==> config.mk <==
export PLATFORM = sky130hd
export DESIGN_NAME = imem_arbiter
export DESIGN_NICKNAME = d
export VERILOG_FILES = /design/src/rtl/imem_arbiter.sv
export SDC_FILE = /design/constraint.sdc
export NUM_CORES = 1
export LEC_CHECK = 0
export ABC_AREA = 1
export CAP_MARGIN = 0
export CORE_MARGIN = 4
export CORE_UTILIZATION = 25
export CTS_BUF_LIST = sky130_fd_sc_hd__clkbuf_2 sky130_fd_sc_hd__clkbuf_4 sky130_fd_sc_hd__clkbuf_8
export CTS_CLUSTER_DIAMETER = 100
export DETAILED_ROUTE_END_ITERATION = 10
export PLACE_DENSITY = 0.79
export SETUP_SLACK_MARGIN = 0.2
export SLEW_MARGIN = 40
export SYNTH_ARGS = -nofsm -noshare
export SYNTH_HDL_FRONTEND = slang
export SYNTH_SLANG_ARGS = --single-unit
==> constraint.sdc <==
create_clock -name clk -period 1.5 [get_ports clk]
set_input_delay 0.225 -clock clk [delete_from_list [all_inputs] [get_ports clk]]
set_output_delay 0.225 -clock clk [all_outputs]
set_load 0.005 [all_outputs]
==> src/rtl/imem_arbiter.sv <==
// -----------------------------------------------------------------------------
// imem_arbiter
//
// Arbitrates a single-port synchronous instruction memory between the core's
// fetch port and a program loader.
//
// LOAD (entered from reset): only the loader may write. Fetches are held off,
// and load_ready follows load_req. A load_done pulse moves the block to RUN;
// a write accepted in that same cycle still completes.
//
// RUN (left only by reset): fetch has priority. The loader is granted when
// there is no fetch request, or when it has been denied STARVE_MAX
// consecutive cycles. In that case the fetch is stalled for one cycle.
//
// Read data arrives one cycle after a fetch grant. It is presented on
// fetch_instr together with fetch_valid, and it is held until the next valid
// fetch.
//
// Optional feature: define IMEM_ALIGN_CHECK_EN to enable a sticky
// misaligned-fetch flag (fetch_misalign). Without the macro the flag is tied
// low.
//
// Ports
//   clk, rst_n          clock (rising edge), asynchronous active-low reset
//   fetch_req/addr      core fetch request, byte address
//   fetch_ready         fetch granted this cycle (combinational)
//   fetch_valid/instr   returned instruction, one cycle after the grant
//   load_req/addr/data  loader write request, byte address, write data
//   load_ready          write granted this cycle (combinational)
//   load_done           one-cycle pulse marking the end of the program image
//   mem_en/we/addr/wdata/rdata  memory port (word address, 1-cycle read)
//   core_run            high in RUN; releases the core
//   fetch_misalign      sticky misaligned-fetch flag
// -----------------------------------------------------------------------------
module imem_arbiter #(
  parameter int unsigned ADDR_W     = 8,
  parameter int unsigned STARVE_MAX = 4
) (
  input  logic              clk,
  input  logic              rst_n,

  input  logic              fetch_req,
  input  logic [31:0]       fetch_addr,
  output logic              fetch_ready,
  output logic              fetch_valid,
  output logic [31:0]       fetch_instr,

  input  logic              load_req,
  input  logic [31:0]       load_addr,
  input  logic [31:0]       load_data,
  output logic              load_ready,
  input  logic              load_done,

  output logic              mem_en,
  output logic              mem_we,
  output logic [ADDR_W-1:0] mem_addr,
  output logic [31:0]       mem_wdata,
  input  logic [31:0]       mem_rdata,

  output logic              core_run,
  output logic              fetch_misalign
);

  localparam int unsigned CNT_W = (STARVE_MAX < 1) ? 1 : $clog2(STARVE_MAX + 1);
  localparam logic [CNT_W-1:0] CNT_MAX = CNT_W'(STARVE_MAX);
  localparam logic [31:0]      NOP     = 32'h0000_0013;

  typedef enum logic {
    ST_LOAD,
    ST_RUN
  } state_t;

  state_t            state, state_nxt;
  logic [CNT_W-1:0]  starve_cnt, starve_nxt;
  logic              fetch_gnt, load_gnt, forced;
  logic [31:0]       instr_hold;
  logic [ADDR_W-1:0] fetch_word, load_word;

  // Word addresses. The bits above the memory size are dropped, so accesses
  // wrap. The byte-offset bits are dropped as well.
  assign fetch_word = fetch_addr[ADDR_W+1:2];
  assign load_word  = load_addr[ADDR_W+1:2];

  logic unused_addr_bits;
  assign unused_addr_bits = ^{fetch_addr[31:ADDR_W+2], fetch_addr[1:0],
                              load_addr[31:ADDR_W+2], load_addr[1:0]};

  // Next state and grants
  always_comb begin
    state_nxt = state;
    fetch_gnt = 1'b0;
    load_gnt  = 1'b0;
    forced    = 1'b0;
    unique case (state)
      ST_LOAD: begin
        load_gnt = load_req;
        if (load_done) state_nxt = ST_RUN;
      end
      ST_RUN: begin
        forced    = load_req && (starve_cnt >= CNT_MAX);
        fetch_gnt = fetch_req && !forced;
        load_gnt  = load_req && !fetch_gnt;
      end
      default: state_nxt = ST_LOAD;
    endcase
  end

  // The counter only advances on a denied loader cycle in RUN. Any grant,
  // an idle loader, or LOAD brings it back to zero.
  always_comb begin
    starve_nxt = '0;
    if (state == ST_RUN && load_req && !load_gnt) begin
      starve_nxt = (starve_cnt >= CNT_MAX) ? CNT_MAX : starve_cnt + CNT_W'(1);
    end
  end

  // Memory port and grant indications
  always_comb begin
    fetch_ready = fetch_gnt;
    load_ready  = load_gnt;
    mem_en      = fetch_gnt || load_gnt;
    mem_we      = load_gnt;
    mem_addr    = load_gnt ? load_word : fetch_word;
    mem_wdata   = load_gnt ? load_data : '0;
  end

  assign core_run = (state == ST_RUN);

  always_ff @(posedge clk or negedge rst_n) begin
    if (!rst_n) begin
      state       <= ST_LOAD;
      starve_cnt  <= '0;
      fetch_valid <= 1'b0;
      instr_hold  <= NOP;
    end else begin
      state       <= state_nxt;
      starve_cnt  <= starve_nxt;
      fetch_valid <= fetch_gnt;
      if (fetch_valid) instr_hold <= mem_rdata;
    end
  end

  // Read data is passed straight through in its valid cycle. Outside that
  // cycle the last delivered word is held.
  assign fetch_instr = fetch_valid ? mem_rdata : instr_hold;

`ifdef IMEM_ALIGN_CHECK_EN
  logic misalign_q;

  always_ff @(posedge clk or negedge rst_n) begin
    if (!rst_n) begin
      misalign_q <= 1'b0;
    end else if (fetch_gnt && (fetch_addr[1:0] != 2'b00)) begin
      misalign_q <= 1'b1;
    end
  end

  assign fetch_misalign = misalign_q;
`else
  assign fetch_misalign = 1'b0;
`endif

endmodule

======== Yosys cells after proc, flatten, opt, wreduce, memory -nomap -nowiden ========
Index checks and enable logic that the tools add are counted.
storage, ports and cells
  memory bits (writable) .................. 0
  bits of input ports ..................... 133
  memories ................................ 0
  bits in read-only memories .............. 0
  latch bits .............................. 0
  flip-flop bits (word level) ............. 37
  output and inout port bits .............. 79
cells by class
  reductions and logical operators ........ 9
  mux-type cells .......................... 9
  add/subtract/negate cells ............... 1
  eq/ne operators ......................... 0
  order comparisons ....................... 1
  multiply operators ...................... 0
  bitwise logic cells ..................... 1
  div/mod/pow operators ................... 0
  shift-type cells ........................ 0
operators with widths
  kind                 number
  $mux 32              2
  $mux 8               1
  $mux 3               2
  $logic_and 1x1->1    5
  $add 3x1->3 const B  1
  $ge 3x3->1 const B   1
  $logic_not 1->1      3
  $mux 1               3
  $pmux 1 s2           1
  $logic_or 1x1->1     1
  $not 1->1            1

======== Depth between registers and ports, before layout ========
Gate-level depths: netlist (run 1).
  word-level depth ........................ 10
  mapped depth ............................ 5
  gate-level depth less buffers ........... 5

======== Worst setup path before layout (run 1) ========
Ideal clock, no wire load.
  kind .................................... reg-to-output
  from .................................... register starve_cnt[2]
  to ...................................... output port mem_we
  data required time ...................... 1275 ps
  path buffers ............................ 2
  stages on the path, launching flop included .. 5
  slack ................................... 285 ps
  data arrival time ....................... 990 ps
  cells stage by stage .................... dfrtp_1 > o21ai_4 > buf_4 > inv_1 > buf_4
on the way
  cells in the longest elaborated chain, start to end .. 7
RTL lines
  element                   line  text
  start: declaration        74    logic [CNT_W-1:0] starve_cnt, starve_nxt;
  start signal: assignment  137   starve_cnt <= starve_nxt;
  $ge 3x3->1                100   forced = load_req && (starve_cnt >= CNT_MAX);
  $logic_and 1x1->1         100
  $logic_not 1->1           101   fetch_gnt = fetch_req && !forced;
  $logic_and 1x1->1         101
  $logic_not 1->1           102   load_gnt = load_req && !fetch_gnt;
  $logic_and 1x1->1         102
  $pmux 1 s2                94    unique case (state)
  end: declaration          55    output logic mem_we,
Every way passes these cells.

======== Worst setup path after layout (run 1) ========
  from .................................... register fetch_valid
  to ...................................... output port fetch_instr[17]
on the way
  cells in the longest elaborated chain, start to end .. 1
RTL lines
  element                   line  text
  start: declaration        45    output logic fetch_valid,
  start signal: assignment  138   fetch_valid <= fetch_gnt;
  $mux 32                   -
  end: declaration          46    output logic [31:0] fetch_instr,
Every way passes these cells.

==> impl_metrics.csv, run 1 <==
group,metric,value,unit
die,core,7690,µm²
route,route.detailed.drc,0,
grt,gr-total-overflow,0,
timing,hold_viol_final,0,
logic_synthesis,synth_edf_count,0,
setup_path,ff2ff_setup_slack,0.06,ns
timing,worst_hold_slack,0.390,ns
logic_synthesis,syn_area,1960,µm²
die,die_h,96.6,µm
clocking,htreeDepth,2,
place,place_hpwl,5.29,mm
route,first_pass_iters,4,
die,die_area,9340,µm²
final_layout,final_nets,536,
grt,grt_first_pass_wirelength,12.8,mm
timing,layout_min_cycle_time,1.76,ns
timing,setup_viol,76,
setup_path,crit_required,1.27,ns
final_layout,fin_cells,504,
timing,setup_ws,-0.262,ns
timing,maxSlewViolCount,0,
route,wl,8.35,mm
die,start_util,0.256,
clocking,cts_tree,"built",
logic_synthesis,yosys_warnings,0,
worst_hold_path,hold_class,"in -> async",
clocking,clockRootBuffer,"clkbuf_8",
setup_path,end_kind,"output port",
final_layout,drive_gt1_frac,0.540,
route,num_vias,2151,
logic_synthesis,syn_inst,188,
logic_synthesis,ys_top_cells_by_area,"dfrtp_1 (43%), mux2_4 (23%), inv_1 (7.3%), nor2_1 (6.9%), dfstp_2 (4.0%)",
logic_synthesis,syn-num-nets,323,
timing,clock.fmax,0.568,GHz
timing,fin_crit_sh,1.17,
place,placed_cell_area,3740,µm²
logic_synthesis,synth_top_area_frac,0.433,
logic_synthesis,yosysMostFrequentCell,"inv_1",
logic_synthesis,ys_ff_latch,37,
pwr,power_density,743,nW/µm²
final_layout,n_antenna_cell,0,
setup_path,worstPathCellList,"clkbuf_16 > buf_12 > mux2_4 > buf_6",
setup_path,r2r-start,"fetch_valid$_DFF_PN0_",
place,dp.cells,452,
clocking,cts_sinks,37,
place,numPortBuffers,162,
logic_synthesis,synth.distinct_cells,15,
logic_synthesis,async_reset_ff_frac,1.00,
setup_path,r2r_end,"instr_hold[17]$_DFF_PN0_",
route,wl_per_cell,16.6,µm
logic_synthesis,synth_common_cells,"inv_1 (38), nor2_1 (36), dfrtp_1 (34), mux2_4 (30), nand2_1 (18)",
route,ant_nets,0,
clocking,clk_pin_slew_worst_paths,0.09,ns
flow_run,maxCapViolCount,0,
setup_path,reg2reg_depth,5,
pwr,peakVddDrop,0.781,mV
timing,rsz0062_at_grt,"yes",
logic_synthesis,ys_seq_area_frac,0.473,
grt,antenna_found_initial,0,
timing,finClkSkew,0.00965,ns
place,gp_congestion,0.937,
grt,first_global_vias,2412,
grt,track_usage,0.169,
final_layout,final_area,4520,µm²
run_status,violations,"setup timing",
die,rows,32,
final_layout,final_core_util,0.588,
logic_synthesis,syn_area_per_cell,10.4,µm²
setup_path,crit_family,"flip-flops",
setup_path,cp.arrival,1.54,ns
setup_path,critPathBufInv,3,
setup_path,critPathKind,"reg -> out",
route,routed_via_density,4.27,
clocking,clockBufferDepth,2,
clocking,worstSkewPairLatency,0.29,ns
setup_path,critPathMaxFanout,6,
setup_path,crit_slowest_cell,"dfrtp_2",
route,drt_iter0_drc,20,
setup_path,cpPeakStageDelay,0.50,ns
place,place_ws,-0.527,ns
clocking,numCtsBuffers,5,
setup_path,start_kind,"flop",
final_layout,layout-area-overhead-vs-synth,130,%
pwr,leakage,0.00229,µW
run_status,status,"complete, but fails checks",
logic_synthesis,synth-main-ff-cell,"dfrtp_1",
logic_synthesis,yosys.area.top_type,"dfrtp_1",
final_layout,fill_cells,599,
die,ios,212,
setup_path,critPathLaunch,"fetch_valid$_DFF_PN0_",
die,die_w,96.6,µm
grt,grt_max_degree,19,
[cell usage in the layout, fill, tap and decap left out, types with 2 or more instances in the layout]
master | synthesis | layout
buf_4 | 7 | 14
nand2_2 | 0 | 10
inv_6 | 0 | 2
buf_6 | 4 | 66
dfrtp_1 | 34 | 33
clkbuf_8 | 0 | 5
nand2_1 | 18 | 9
buf_8 | 0 | 2
inv_1 | 38 | 35
dfstp_2 | 3 | 3
clkbuf_2 | 0 | 7
mux2_4 | 30 | 32
buf_16 | 0 | 3
nand3_1 | 9 | 9
nor2_1 | 36 | 12
clkdlybuf4s50_1 | 0 | 81
nor2_4 | 0 | 9
nor2_2 | 0 | 15
clkbuf_16 | 0 | 2
bufinv_16 | 0 | 2
buf_12 | 0 | 10
buf_2 | 0 | 28
dlygate4sd2_1 | 0 | 2
ha_1 | 2 | 2
[report_power, final]
part / switching (µW) / total [µW] / internal, µW
registers: 39.1 / 1140 / 1100
clock network: 394 / 1060 / 670
logic: 392 / 1160 / 770
[repair_timing]
item / 4_1_cts / 5_1_grt
buffers inserted: 28 / 9
gates cloned: 5 / 1
hold endpoints to repair: 15 / 0
endpoints found under the setup margin: 78 / 81
resized for setup: 391 / 45
pin swaps: 3 / 3
hold buffers: 1 / 0
[worst max path at each step]
stage,depth (start not counted),slack (ns),to
floorplan,4,0.28,mem_we
global placement,7,-0.51,mem_addr[0]
detailed placement,7,-0.53,mem_addr[5]
CTS,7,-0.29,mem_wdata[16]
global route,8,-0.34,mem_addr[1]
finish,4,-0.26,fetch_instr[17]
[per-stage QoR]
stage / TNS (ns) / power, µW
3_3_place_gp: -22.57 / 2050
6_report: -15.17 / 3360
5_1_grt: -19.72 / 3510
3_5_place_dp: -23.28 / 2060
4_1_cts: -16.22 / 3300
2_1_floorplan: 0 / 1450
[metal layers]
layer / GRT usage / part of all wire / up-vias
met2: 0.301 / 0.51 / 131
li1: - / - / 990
met1: 0.187 / 0.37 / 1013
met4: 0.0637 / 0.030 / 0
met5: 0 / 0 / -
met3: 0.0541 / 0.083 / 17
[state kept, by name (all words and copies together), names as in the netlist]
| register | count |
|---|---|
| instr_hold | 32 |
| starve_cnt | 3 |
| core_run | 1 |
| fetch_valid | 1 |
[final cells by class]
class                   count  area (µm²)  share of cell area
well taps                 102         128              0.0282
flip-flops and latches     37         931               0.206
clock inverters             3        68.8              0.0152
repair buffers            216        2220               0.492
clock buffers               5        68.8              0.0152
inverters                  38         158              0.0349
multi-input cells         103         945               0.209
[kinds of logic (layout without fill, tap and decap cells)]
logic type	count (synthesis)	after routing	synth area share
simple gates	66	67	0.141
fa+ha+maj	2	2	0.0127
flops	37	37	0.473
buf+inv	49	262	0.122
other cells	1	1	0.00191
compound gates	1	1	0.00828
mux	32	32	0.241
No activity file was read; power rests on OpenSTA's default activity.
==> run 2, diff against run 1 <==
--- a/config.mk
+++ b/config.mk
@@ -12,8 +12,7 @@
 export CTS_BUF_LIST = sky130_fd_sc_hd__clkbuf_2 sky130_fd_sc_hd__clkbuf_4 sky130_fd_sc_hd__clkbuf_8
 export CTS_CLUSTER_DIAMETER = 100
 export DETAILED_ROUTE_END_ITERATION = 10
-export PLACE_DENSITY = 0.79
-export SETUP_SLACK_MARGIN = 0.2
+export PLACE_DENSITY = 0.75
 export SLEW_MARGIN = 40
 export SYNTH_ARGS = -nofsm -noshare
 export SYNTH_HDL_FRONTEND = slang
==> impl_metrics.csv, run 2 (synthesized netlist as in run 1, its figures left out) <==
group,metric,value,unit
timing,setup_viol,74,
setup_path,cp.arrival,1.53,ns
clocking,cts_sinks,37,
die,die_h,96.6,µm
timing,maxSlewViolCount,0,
setup_path,crit_family,"buffers and inverters",
pwr,p_int,2210,µW
place,numPortBuffers,162,
die,start_util,0.256,
place,gp_congestion,0.866,
grt,gr-total-overflow,0,
clocking,clockRootBuffer,"clkbuf_8",
timing,rsz0062_at_grt,"yes",
route,routed_via_density,4.19,
setup_path,cpPeakStageDelay,0.42,ns
route,drt_iter0_drc,39,
clocking,numCtsBuffers,5,
die,die_area,9340,µm²
final_layout,final_cell_mix,"clkdlybuf4s50_1 (81), buf_6 (55), buf_2 (36), inv_1 (35), dfrtp_1 (33)",
route,num_vias,2087,
die,ios,212,
timing,finClkSkew,0.00663,ns
route,first_pass_iters,4,
timing,hold_viol_final,0,
clocking,cts_tree,"built",
final_layout,drive_gt1_frac,0.545,
clocking,worstSkewPairLatency,0.28,ns
final_layout,final_nets,530,
setup_path,end_kind,"output port",
final_layout,multi_input_area,1050,µm²
setup_path,path_common_cell,"buf_6",
final_layout,layout_commonest_cell,"clkdlybuf4s50_1",
grt,grt_max_degree,20,
timing,setup_ws,-0.259,ns
die,rows,32,
clocking,clk_pin_slew_worst_paths,0.08,ns
final_layout,reg_top3,"instr_hold: 32 flops, starve_cnt: 3 flops",
final_layout,largest_reg_flops,32,
pwr,p_switching,778,µW
pwr,combinationalPowerShare,0.382,
clocking,clockBufferDepth,2,
route,wl_per_cell,15.7,µm
run_status,violations,"setup timing",
clocking,htreeDepth,2,
final_layout,seq_area,931,µm²
route,route.detailed.drc,0,
final_layout,final_area,4480,µm²
grt,track_usage,0.161,
final_layout,final_core_util,0.582,
pwr,swShare,0.260,
grt,antenna_found_initial,0,
pwr,pwr-share-seq,0.378,
setup_path,critPathKind,"reg -> out",
run_status,status,"complete, but fails checks",
final_layout,largest-register,"instr_hold",
grt,grt_first_pass_wirelength,12.2,mm
place,place_hpwl,5.22,mm
timing,clock.fmax,0.569,GHz
final_layout,n_antenna_cell,0,
setup_path,critPathMaxFanout,6,
route,wl,7.81,mm
grt,first_global_vias,2319,
setup_path,worstPathCellList,"o21ai_4 > buf_6 > buf_8 > buf_16 > buf_6 > nor2_4 > buf_2",
setup_path,crit_slowest_cell,"dfrtp_1",
timing,fin_crit_sh,1.17,
route,ant_nets,0,
pwr,power,2990,µW
place,placed_cell_area,3740,µm²
timing,layout_min_cycle_time,1.76,ns
flow_run,maxCapViolCount,0,
worst_hold_path,hold_class,"in -> async",
final_layout,layout-area-overhead-vs-synth,128,%
setup_path,critPathBufInv,5,
pwr,power_density,668,nW/µm²
setup_path,crit_required,1.27,ns
die,die_w,96.6,µm
pwr,peakVddDrop,0.452,mV
pwr,leakage,0.00223,µW
final_layout,fill_cells,616,
pwr,clkPwrFrac,0.240,
setup_path,start_kind,"flop",
die,core,7690,µm²
==> run 2: timing repair <==
item	CTS	global route
hold buffers	1	0
hold endpoints to repair	18	0
pin swaps	6	6
buffers inserted	27	8
gates cloned	6	0
gates resized for setup	403	60
setup endpoints to repair	77	78
==> run 2: cell type report <==
| class | count | area share |
|---|---|---|
| well taps | 102 | 0.0285 |
| multi-input cells | 103 | 0.234 |
| repair buffers | 210 | 0.474 |
| flip-flops and latches | 37 | 0.208 |
| clock buffers | 7 | 0.0187 |
| inverters | 38 | 0.0341 |
| clock inverters | 1 | 0.00196 |
==> run 2: path summary, 6_finish.rpt <==
path	from	end	slack, ns	depth (start not counted)
max	starve_cnt[2]$_DFF_PN0_	mem_wdata[2]	-0.26	7
min	rst_n	instr_hold[23]$_DFF_PN0_	0.42	2
max reg2reg	fetch_valid$_DFF_PN0_	instr_hold[5]$_DFF_PN0_	0.22	4
min reg2reg	starve_cnt[0]$_DFF_PN0_	starve_cnt[0]$_DFF_PN0_	0.47	1
max in group asynchronous	rst_n	instr_hold[1]$_DFF_PN1_	0.54	3
min in group clk	starve_cnt[0]$_DFF_PN0_	starve_cnt[0]$_DFF_PN0_	0.47	1
==> run 2: power by group through the flow <==
stage               registers, µW  clock network (µW)  logic [µW]
floorplan                    1140                   0         315
global placement             1150                   0         894
detailed placement           1150                   0         908
CTS                          1130                 753        1070
global route                 1140                 804        1220
finish                       1130                 718        1140
==> run 2: through the flow <==
step	cells	hold slack [ns]	setup TNS, ns	worst slack [ns]
final	498	0.421	-12.32	-0.259
after global routing	498	0.449	-16.56	-0.323
after CTS	493	0.422	-12.53	-0.268
after detailed placement	452	0.195	-23.27	-0.516
after global placement	452	0.192	-21.97	-0.469
after floorplan	188	-0.0706	0	0.285
==> run 2: metal layers <==
layer	share of wire	GRT usage
met5	0	0
met4	0.022	0.0540
met3	0.092	0.0598
met2	0.52	0.286
met1	0.37	0.177
==> run 3, diff against run 2 <==
--- a/config.mk
+++ b/config.mk
@@ -7,7 +7,6 @@
 export LEC_CHECK = 0
 export ABC_AREA = 1
 export CAP_MARGIN = 0
-export CORE_MARGIN = 4
 export CORE_UTILIZATION = 25
 export CTS_BUF_LIST = sky130_fd_sc_hd__clkbuf_2 sky130_fd_sc_hd__clkbuf_4 sky130_fd_sc_hd__clkbuf_8
 export CTS_CLUSTER_DIAMETER = 100
==> impl_metrics.csv, run 3 (synthesized netlist as in run 1, its figures left out) <==
group,metric,value,unit
final_layout,layout_commonest_cell,"clkdlybuf4s50_1",
route,wl_per_cell,15.1,µm
final_layout,largest_reg_flops,32,
route,routed_via_density,4.22,
place,gp_congestion,0.746,
route,num_vias,2150,
grt,gr-total-overflow,0,
clocking,cts_tree,"built",
die,rows,31,
timing,setup_ws,-0.306,ns
setup_path,crit_required,1.27,ns
setup_path,reg2reg_depth,5,
clocking,worstSkewPairLatency,0.29,ns
timing,maxSlewViolCount,0,
setup_path,critPathKind,"reg -> out",
final_layout,final_core_util,0.608,
clocking,htreeDepth,2,
die,core,7410,µm²
route,ant_nets,0,
die,start_util,0.265,
timing,fin_crit_sh,1.20,
run_status,violations,"setup timing",
route,wl,7.70,mm
timing,clock.fmax,0.554,GHz
pwr,leakage,0.00230,µW
timing,rsz0062_at_grt,"yes",
run_status,status,"complete, but fails checks",
final_layout,largest-register,"instr_hold",
setup_path,start_kind,"flop",
pwr,peakVddDrop,0.463,mV
place,place_hpwl,4.61,mm
final_layout,fin_cells,509,
final_layout,final_nets,544,
route,route.detailed.drc,0,
place,dp.cells,454,
die,ios,212,
pwr,power,2990,µW
setup_path,critPathMaxFanout,5,
timing,hold_viol_final,0,
timing,setup_tns,-16.10,ns
place,placed_cell_area,3740,µm²
grt,antenna_found_initial,0,
final_layout,drive_gt1_frac,0.576,
pwr,power_density,663,nW/µm²
grt,grt_max_degree,19,
place,numPortBuffers,162,
clocking,clk_pin_slew_worst_paths,0.08,ns
final_layout,layout-area-overhead-vs-synth,129,%
route,first_pass_iters,4,
clocking,clockRootBuffer,"clkbuf_8",
final_layout,n_antenna_cell,0,
clocking,cts_sinks,37,
clocking,clockBufferDepth,2,
route,drt_iter0_drc,58,
grt,first_global_vias,2295,
die,die_h,90.6,µm
final_layout,reg_top3,"instr_hold: 32 flops, starve_cnt: 3 flops",
timing,finClkSkew,0.00682,ns
setup_path,end_kind,"output port",
final_layout,final_cell_mix,"clkdlybuf4s50_1 (81), buf_6 (65), buf_2 (39), inv_1 (36), dfrtp_1 (33)",
grt,grt_first_pass_wirelength,11.3,mm
clocking,numCtsBuffers,5,
worst_hold_path,hold_class,"in -> async",
final_layout,final_area,4500,µm²
timing,setup_viol,75,
grt,track_usage,0.177,
setup_path,cp.arrival,1.58,ns
die,die_area,8220,µm²
die,die_w,90.6,µm
flow_run,maxCapViolCount,0,
timing,layout_min_cycle_time,1.81,ns
-- run 3: cell count changes in the layout (fill, tap and decap cells not counted), moves of 2 or more --
cell	previous run	this run
nand3_2	1	3
buf_12	9	6
clkbuf_2	0	2
nand3_1	8	6
buf_2	36	39
nor2_2	8	22
clkbuf_4	2	0
buf_6	55	65
buf_4	17	20
nand2_2	8	12
nand2_8	2	0
nor2_1	7	5
nor2_4	21	9
nand2_1	8	6
-- run 3: through the flow --
step / setup WS (ns) / hold WS (ns)
floorplan: 0.285 / -0.0706
global placement: -0.505 / 0.174
detailed placement: -0.543 / 0.170
CTS: -0.364 / 0.401
global route: -0.352 / 0.430
finish: -0.306 / 0.394
-- run 3: critical path: stages, from the launching register on --
cell and delay, ns:
dfrtp_2 0.46, buf_12 0.14, buf_8 0.12, buf_16 0.13, mux2_4 0.31, buf_6 0.12
-- run 3: cell type report --
type                       count  area [µm²]
clock inverter                 3        21.3
multi-input combinational    102         970
inverter                      38         145
sequential                    37         931
tap                           99         124
clock buffer                   5        68.8
fill                         582        2910
timing repair buffer         225        2240
-- run 3: path summary, 6_finish.rpt --
path	slack, ns	end	start
setup / recovery	-0.31	fetch_instr[22]	fetch_valid$_DFF_PN0_
hold / removal	0.39	instr_hold[17]$_DFF_PN0_	rst_n
setup reg to reg	0.11	instr_hold[17]$_DFF_PN0_	fetch_valid$_DFF_PN0_
hold reg to reg	0.47	starve_cnt[0]$_DFF_PN0_	starve_cnt[0]$_DFF_PN0_
max in group asynchronous	0.53	fetch_valid$_DFF_PN0_	rst_n
min in group clk	0.47	starve_cnt[0]$_DFF_PN0_	starve_cnt[0]$_DFF_PN0_
-- run 3: routing by layer --
layer | track usage | share of wire
met1 | 0.193 | 0.39
met2 | 0.311 | 0.49
met3 | 0.0690 | 0.093
met4 | 0.0578 | 0.026
met5 | 0 | 0
-- run 3: what timing repair did --
| action | 4_1_cts | 5_1_grt |
|---|---|---|
| setup buffers | 31 | 15 |
| hold buffers | 1 | 0 |
| gates cloned | 6 | 1 |
| endpoints found under the setup margin | 77 | 77 |
| resized for setup | 384 | 67 |
| pin swaps | 5 | 7 |
| endpoints found under the hold margin | 15 | 0 |
-- run 3: where the power goes --
group / leakage [µW] / switching [µW] / internal, µW
Sequential: 0.000430 / 30.8 / 1100
Clock: 0.0000445 / 385 / 330
Combinational: 0.00182 / 386 / 759
==> RTL edit: new RTL, settings of run 2 <==
The option `IMEM_ALIGN_CHECK_EN` is turned on by a define.
--- a/src/rtl/imem_arbiter.sv
+++ b/src/rtl/imem_arbiter.sv
@@ -32,6 +32,8 @@
 //   core_run            high in RUN; releases the core
 //   fetch_misalign      sticky misaligned-fetch flag
 // -----------------------------------------------------------------------------
+`define IMEM_ALIGN_CHECK_EN
+
 module imem_arbiter #(
   parameter int unsigned ADDR_W     = 8,
   parameter int unsigned STARVE_MAX = 4
Function: changed (Yosys sat finds a counterexample within 4 cycles, from zero or initial values and one cycle with rst_n low).
==> RTL edit against run 2 <==
  * The run still ends with setup timing left
  * Non-clock buffer count fell by 10
  * Worst setup slack improved by 0.0092 ns
  * First-iteration DRC count fell by 21%
  * Die area fell by 3.0%
  * Sequential share of layout area rose by 1.7 points
  * Sequential cell count rose by 1
  * Area after synthesis fell by 3.2%
  * Power fell by 3.0%
  * Routed wire length fell by 8.7%
  * Global-route usage fell by 1.7 points
  * Cell area fell by 5.1%
  * Via count fell by 3.2%
  * Largest power group is now sequential cells
==> RTL edit: results (changes against run 2) <==
stage,metric,value,unit,change
run_status,status,"complete, but fails checks",,
run_status,failing checks,setup timing,,
final_layout,area of the multi-input gates,945,µm²,-9.9%
synth,Commonest cells post-synth,"37 x inv_1, 37 x nor2_1, 35 x dfrtp_1",,
global_route,largest net degree at the start of global routing,23,,+15%
global_route,first-pass GRT wire length,10.2,mm,-17%
final_layout,Antenna Cells,0,,unchanged
critical_path,"setup slack, reg-to-reg",0.15,ns,-0.07 ns
placement,DP Worst Slack,-0.523,ns,-0.00789 ns
placement,Post-Place Cells,454,,+0.44%
timing,final setup fails,75,,+1.4%
synth,Synth cell types,17,,+2
placement,IO Port Bufs,165,,+1.9%
critical_path,critical path's slowest cell,dfrtp_2,,
clocking,CTS buffer count,5,,unchanged
synth,post-synthesis compound-gate area fraction,0.0171,,+0.00884
critical_path,CP endpoint,fetch_instr[3],,
placement,Post-DP HPWL,5.04,mm,-3.4%
synth,ranking of synthesized cells by area,"dfrtp_1 46%, mux2_2 17%, inv_1 7.3%",,
critical_path,Reg2Reg Depth,5,,+1
hold_path,type of the tightest min-delay check,in2async,,
critical_path,crit-path max cell delay,0.44,ns,+0.02 ns
final_layout,top flop regs,"instr_hold (32), starve_cnt (3)",,
timing,setup TNS,-13.26,ns,-0.938 ns
clocking,Max clock buf depth,2,,unchanged
pwr,Peak VDD IR,0.517,mV,+14%
placement,GP Congestion,0.646,,-25%
global_route,global-route usage over all layers,0.144,,-0.0167
timing,setup ws final,-0.250,ns,+0.00916 ns
pwr,Sw Ratio,0.259,,-0.00112
synth,Post-Syn Nets,324,,+0.31%
pwr,Clk network pwr share,0.254,,+0.014
synth,sequential cell area fraction in the yosys report,0.502,,+0.0291
clocking,Max H-tree Level,2,,unchanged
drt,final WL,7.13,mm,-8.7%
drt,initial DRC count,31,,-21%
placement,area of placed instances,3700,µm²,-1.2%
drt,DR vias,2021,,-3.2%
pwr,Cell Int Power,2.15,mW,-2.9%
critical_path,Max Fanout on Critical Path,7,,+1
pwr,Comb pwr share,0.349,,-0.033
final_layout,Filler cells,594,,-3.6%
critical_path,r2r endpoint,instr_hold[16]$_DFF_PN0_,,
pwr,Static Leak,2.08,nW,-6.8%
global_route,vias in the first global route,2157,,-7.0%
synth,Adder-Cell Fraction of Synth Area,0.0132,,+0.000428
timing,Fin Clk Skew,0.00342,ns,-0.00321 ns
drt,Avg WL per Cell,14.7,µm,-6.5%
final_layout,nets,521,,-1.7%
critical_path,Critical Path Source,fetch_valid$_DFF_PN0_,,
drt,First-pass DRT Iterations,5,,+1
final_layout,share of post-route cells with drive strength above 1,0.514,,-0.0312
synth,mux cell area share after synthesis,0.197,,-0.0433
drt,ANT nets after route,0,,unchanged
synth,Syn Inst Count,189,,+0.53%
timing,hold slack,0.403,ns,-0.0179 ns
synth,yosys warns,0,,unchanged
[RTL edit: timing repair]
item | in CTS | in global routing
setup endpoints to repair | 78 | 77
resized for setup | 364 | 74
pin swaps | 2 | 6
hold buffers | 1 | 0
hold endpoints to repair | 13 | 0
buffers inserted | 16 | 5
gates cloned | 7 | 0
[RTL edit: cell type report]
type / count / area share
clock inverter: 2 / 0.00295
tap: 99 / 0.0292
timing repair buffer: 200 / 0.467
multi-input combinational: 104 / 0.223
sequential: 38 / 0.225
inverter: 37 / 0.0339
clock buffer: 6 / 0.0195
[RTL edit: layer usage]
layer,global-route usage,vias to the layer above,part of all wire
li1,-,963,-
met1,0.144,960,0.34
met2,0.271,94,0.54
met3,0.0616,4,0.11
met4,0.0409,0,0.0063
met5,0,-,0
[RTL edit: critical path: cells and delay by family (launching register included)]
kind / cells / cell delay [ns]
multiplexers: 1 / 0.30
buffers and inverters: 4 / 0.50
flip-flops: 1 / 0.44
